<file path="config.mk">
export PLATFORM = sky130hd
export DESIGN_NAME = multimode_ff_bank
export DESIGN_NICKNAME = d
export VERILOG_FILES = /design/src/rtl/multimode_ff_bank.sv
export SDC_FILE = /design/constraint.sdc
export NUM_CORES = 1
export LEC_CHECK = 0
export BUFFER_PORTS_ARGS = -buffer_cell sky130_fd_sc_hd__buf_2
export CORE_ASPECT_RATIO = 1.4
export CORE_MARGIN = 2
export CORE_UTILIZATION = 40
export DETAILED_ROUTE_END_ITERATION = 16
export SLEW_MARGIN = 15
export SYNTH_ARGS = -nofsm -noshare
export SYNTH_HDL_FRONTEND = slang
export SYNTH_SLANG_ARGS = --single-unit
</file>
<file path="constraint.sdc">
create_clock -name clk -period 2.24 [get_ports clk]
set_clock_uncertainty 0.05 [all_clocks]
set_input_delay 0.224 -clock clk [delete_from_list [all_inputs] [get_ports clk]]
set_output_delay 0.224 -clock clk [all_outputs]
set_load 0.03 [all_outputs]
</file>
<file path="src/rtl/multimode_ff_bank.sv">
// ---------------------------------------------------------------------------
// multimode_ff_bank
//   WIDTH-bit bank of run-time-configurable flip-flops. A single bank-wide
//   mode register makes every channel behave as a D, T, JK or SR flip-flop.
//   S=R=1 in SR mode is flagged per channel with sticky flags. A saturating
//   counter records how many cycles contained at least one such event.
//
// Parameters
//   WIDTH      number of flip-flop channels (>=1)
//   CNT_W      width of the illegal-event counter (>=1)
//   RST_VAL    value loaded into q on reset
//   SR_POLICY  S=R=1 action: 0 hold, 1 reset wins, 2 set wins
//
// Ports
//   clk      in   1      clock, rising edge
//   rst      in   1      synchronous active-high reset, highest priority
//   ce       in   1      clock enable for q update and illegal detection
//   mode_wr  in   1      mode register write strobe
//   mode_in  in   2      new mode: 0 D, 1 T, 2 JK, 3 SR
//   a        in   WIDTH  D / T / J / S per channel
//   b        in   WIDTH  K / R per channel (ignored in D and T modes)
//   err_clr  in   1      clears illegal flags and err_cnt
//   q        out  WIDTH  registered flip-flop state
//   q_bar    out  WIDTH  ~q
//   mode     out  2      current mode
//   illegal  out  WIDTH  sticky per-channel S=R=1 flags
//   err_cnt  out  CNT_W  saturating count of cycles with any illegal channel
// ---------------------------------------------------------------------------
module multimode_ff_bank #(
    parameter int               WIDTH     = 8,
    parameter int               CNT_W     = 8,
    parameter logic [WIDTH-1:0] RST_VAL   = {WIDTH{1'b0}},
    parameter int               SR_POLICY = 0
) (
    input  logic             clk,
    input  logic             rst,
    input  logic             ce,
    input  logic             mode_wr,
    input  logic [1:0]       mode_in,
    input  logic [WIDTH-1:0] a,
    input  logic [WIDTH-1:0] b,
    input  logic             err_clr,
    output logic [WIDTH-1:0] q,
    output logic [WIDTH-1:0] q_bar,
    output logic [1:0]       mode,
    output logic [WIDTH-1:0] illegal,
    output logic [CNT_W-1:0] err_cnt
);

    localparam logic [1:0]       MODE_D  = 2'd0;
    localparam logic [1:0]       MODE_T  = 2'd1;
    localparam logic [1:0]       MODE_JK = 2'd2;
    localparam logic [1:0]       MODE_SR = 2'd3;
    localparam logic [CNT_W-1:0] CNT_MAX = {CNT_W{1'b1}};
    localparam logic [CNT_W-1:0] CNT_ONE = CNT_W'(1);

    logic [WIDTH-1:0] r_q;
    logic [1:0]       r_mode;
    logic [WIDTH-1:0] r_illegal;
    logic [CNT_W-1:0] r_err_cnt;

    logic [WIDTH-1:0] w_q_next;
    logic [WIDTH-1:0] w_evt;
    logic             w_any_evt;

    // Next-state of every channel under the mode currently held in r_mode
    always_comb begin
        w_q_next = r_q;
        for (int i = 0; i < WIDTH; i++) begin
            case (r_mode)
                MODE_D:  w_q_next[i] = a[i];
                MODE_T:  w_q_next[i] = a[i] ? ~r_q[i] : r_q[i];
                MODE_JK: begin
                    case ({a[i], b[i]})
                        2'b00:   w_q_next[i] = r_q[i];
                        2'b01:   w_q_next[i] = 1'b0;
                        2'b10:   w_q_next[i] = 1'b1;
                        2'b11:   w_q_next[i] = ~r_q[i];
                        default: w_q_next[i] = r_q[i];
                    endcase
                end
                MODE_SR: begin
                    case ({a[i], b[i]})
                        2'b00:   w_q_next[i] = r_q[i];
                        2'b01:   w_q_next[i] = 1'b0;
                        2'b10:   w_q_next[i] = 1'b1;
                        2'b11: begin
                            if (SR_POLICY == 1) begin
                                w_q_next[i] = 1'b0;
                            end else if (SR_POLICY == 2) begin
                                w_q_next[i] = 1'b1;
                            end else begin
                                w_q_next[i] = r_q[i];
                            end
                        end
                        default: w_q_next[i] = r_q[i];
                    endcase
                end
                default: w_q_next[i] = r_q[i];
            endcase
        end
    end

    // Illegal S=R=1 detection, only meaningful while enabled in SR mode
    always_comb begin
        if (ce && (r_mode == MODE_SR)) begin
            w_evt = a & b;
        end else begin
            w_evt = {WIDTH{1'b0}};
        end
        w_any_evt = |w_evt;
    end

    // State registers; the q update uses the old mode even when mode_wr is set
    always_ff @(posedge clk) begin
        if (rst) begin
            r_q       <= RST_VAL;
            r_mode    <= MODE_D;
            r_illegal <= {WIDTH{1'b0}};
            r_err_cnt <= {CNT_W{1'b0}};
        end else begin
            if (mode_wr) begin
                r_mode <= mode_in;
            end
            if (ce) begin
                r_q <= w_q_next;
            end
            // A clear that coincides with a new event restarts from that event
            if (err_clr) begin
                r_illegal <= w_evt;
                r_err_cnt <= w_any_evt ? CNT_ONE : {CNT_W{1'b0}};
            end else begin
                r_illegal <= r_illegal | w_evt;
                if (w_any_evt && (r_err_cnt != CNT_MAX)) begin
                    r_err_cnt <= r_err_cnt + CNT_ONE;
                end
            end
        end
    end

    assign q       = r_q;
    assign q_bar   = ~r_q;
    assign mode    = r_mode;
    assign illegal = r_illegal;
    assign err_cnt = r_err_cnt;

endmodule

</file>
==> run_results.csv <==
group,metric,value,unit
power,internal_power,0.737,mW
synthesis,synth_top_family_by_area,"compound AO/OA/AOI/OAI gates",
drt,routed_wl,4570,um
synthesis,synthMuxAreaShare,4.77,%
global_route,gr-usage-met1,21.0,%
global_route,grt.overflow.total,0,
synthesis,ys_seq_area_share,27.2,%
power,swShare,32.1,%
sta,period_minus_slack,1.85,ns
power,ir_worst_vdd,0.241,mV
setup_path,slowest_delay,0.53,ns
sta,setup_viol,0,
synthesis,synth_top_cells_by_count,"dfxtp_1, inv_1, ha_1",
setup_path,cp.required,2.37,ns
synthesis,synth_top_cell_area_share,27.2,%
synthesis,synthCells,229,
synthesis,post-synth-top-area-cell,"dfxtp_1",
drt,via_per_inst,5.19,
run,cap_violations,0,
synthesis,synth-seq-cells,26,
setup_path,end_kind,"flip-flop",
final_layout,antennaDiodeCount,0,
power,p_per_area,471,nW/um^2
drt,dr_total_vias,1785,
cts,htreeDepth,1,
drt,drtIter0Drc,88,
synthesis,synth_edf_count,0,
global_route,grt_max_degree,22,
setup_path,start_kind,"flip-flop",
setup_path,cp_num_buf_inv,1,
sta,tns,0,ns
sta,rsz0062_at_grt,"false",
synthesis,syn_nets,277,
sta,hold_violations,0,
synthesis,async_flop_share,0,%
synthesis,avgSynthCellArea,8.36,um^2
synthesis,ys_top_cells_by_area,"dfxtp_1, ha_1, a21oi_1, inv_1, mux2i_1",
floorplanning,row_count,29,
drt,wl_per_cell,13.3,um
synthesis,synth_xor_area_share,0,%
cts,hold_buffers,0,
global_route,grtUsageTotal,17.2,%
sta,worstMarginPinSlew,0.521,ns
cts,clockBufferDepth,2,
floorplanning,start_util,41.9,%
cts,cts_post_setup_buffers_inserted,0,
global_route,grt.met2_usage,31.3,%
sta,max_slew_margin,65.1,%
final_layout,finalNetCount,331,
sta,drv_slew,0,
placed_design,gp_congestion,0.727,
setup_path,crit_family,"flip-flops",
power,power_frac_comb,25.3,%
cts,cts-root-buf,"clkbuf_8",
floorplanning,ios,57,
power,power_frac_seq,45.5,%
cts,clock-sinks,26,
setup_path,critPathArrivalTime,1.98,ns
synthesis,yosysWarnings,0,
drt,firstDrtPassIters,4,
synthesis,synth_simple_gate_area_share,19.6,%
synthesis,synth-compound-area-share,23.2,%
floorplanning,die_h,85.9,um
global_route,use_met3,1.57,%
cts,cts_buffers,3,
final_layout,syn2layout_area_growth,20.3,%
cts,post_cts_resized,0,
power,power_frac_clock,29.2,%
synthesis,netlist-cell-type-count,44,
placed_design,io_buffers,56,
final_layout,drive_gt1_share,28.4,%
global_route,busiest_layer,"met2",
sta,setup_ws,0.390,ns
setup_path,crit_fanout,13,
global_route,grt_pass1_wl,7520,um
placed_design,dp.final_hpwl,3450,um
floorplanning,die_w,62.5,um
synthesis,synth_area,1910,um^2
sta,fmax,540,MHz
sta,finalCritPeriodShare,82.6,%
synthesis,synth-adder-area-share,16.3,%
setup_path,path_cells,"buf_4, or3b_2, o311ai_0, a2111oi_0, a31o_2",
power,p_leak,1.08,nW
cts,clk_pin_slew,0.09,ns
floorplanning,die_area,5360,um^2
global_route,grt_pass1_vias,1640,
setup_path,setup.worst_path.class,"flip-flop to flip-flop",
drt,ant_nets,0,
global_route,antenna_found_initial,0,
power,switching_power,0.349,mW
worst_hold_path,hp-class,"input pin to flip-flop",
status,outcome,"finished, final reports clean",
setup_path,cp_slowest_cell,"dfxtp_1",
placed_design,pre_cts_ws,0.194,ns
drt,drc,0,
cts,cts_tree,"built",
final_layout,postLayoutCoreUtil,50.4,%
floorplanning,core_area,4570,um^2
synthesis,ys.flop_type,"dfxtp_1",
cts,clkLatencyLatePin,0.27,ns
-- logic make-up (layout without fill, tap and decap cells) --
| logic type | after synthesis | in the layout |
|---|---|---|
| compound gates | 63 | 63 |
| fa+ha+maj | 25 | 25 |
| buf+inv | 40 | 93 |
| flops | 26 | 26 |
| mux | 9 | 9 |
| simple gates | 66 | 66 |
-- final timing paths --
check,startpoint,endpoint,slack [ns],depth (start not counted)
max,mode[0],q[6],0.39,5
min,mode_in[0],mode[0],0.14,3
max reg2reg,mode[0],q[6],0.39,5
min reg2reg,err_cnt[1],err_cnt[1],0.47,2
-- stage by stage --
step | hold WS (ns) | std cells | area, um^2 | power [mW]
3_3_place_gp | 0.429 | 340 | 2250 | 0.778
6_report | 0.142 | 344 | 2300 | 1.09
5_1_grt | 0.165 | 344 | 2300 | 1.14
4_1_cts | 0.140 | 344 | 2300 | 1.09
3_5_place_dp | 0.428 | 340 | 2250 | 0.780
2_1_floorplan | 0.321 | 229 | 1910 | 0.688
-- area by class of cell --
type                       instances  area (um^2)
tap                               62         77.6
sequential                        26          520
fill                             489         2270
multi-input combinational        163         1220
inverter                          27          101
clock buffer                       4         55.1
timing repair buffer              62          325
-- worst reg2reg max path, cell delays in order, from the launching register on --
cell and delay [ns]:
dfxtp_1 0.53, buf_4 0.24, or3b_2 0.44, o311ai_0 0.15
a2111oi_0 0.12, a31o_2 0.23
-- metal layers --
metal  vias to the layer above  share of wire [%]
met4                         0                1.2
met3                         4                3.6
met5                         -                  0
met1                       814                 45
li1                        926                  -
met2                        41                 50
-- power groups by stage --
stage                     Clock (mW)  Sequential [mW]  Combinational, mW
final                          0.317            0.494              0.275
after CTS                      0.321            0.494              0.277
after floorplan                    0            0.532              0.156
after detailed placement           0            0.504              0.276
after global placement             0            0.504              0.274
after global routing           0.336            0.497              0.305
-- registers in the layout, indices dropped and copies added (netlist names) --
register / flops
err_cnt: 8
illegal: 8
q: 8
mode: 2
-- layout by cell type (no fill, tap or decap), types with 3 or more instances in the layout --
| cell | count |
|---|---|
| buf_4 | 6 |
| dfxtp_1 | 26 |
| mux2i_1 | 8 |
| buf_2 | 56 |
| inv_1 | 26 |
| nor2b_1 | 9 |
| clkbuf_8 | 4 |
| a31o_2 | 5 |
| o21ai_0 | 6 |
| or3b_2 | 5 |
| and2_1 | 6 |
| nor2_1 | 20 |
| a2111oi_0 | 5 |
| a311oi_1 | 7 |
| nand3b_1 | 3 |
| or4_1 | 5 |
| o311ai_0 | 5 |
| ha_1 | 25 |
| o31ai_1 | 3 |
| nand2_1 | 3 |
| a21oi_1 | 21 |
| nand2b_1 | 3 |
No activity file was read; power rests on OpenSTA's default activity.
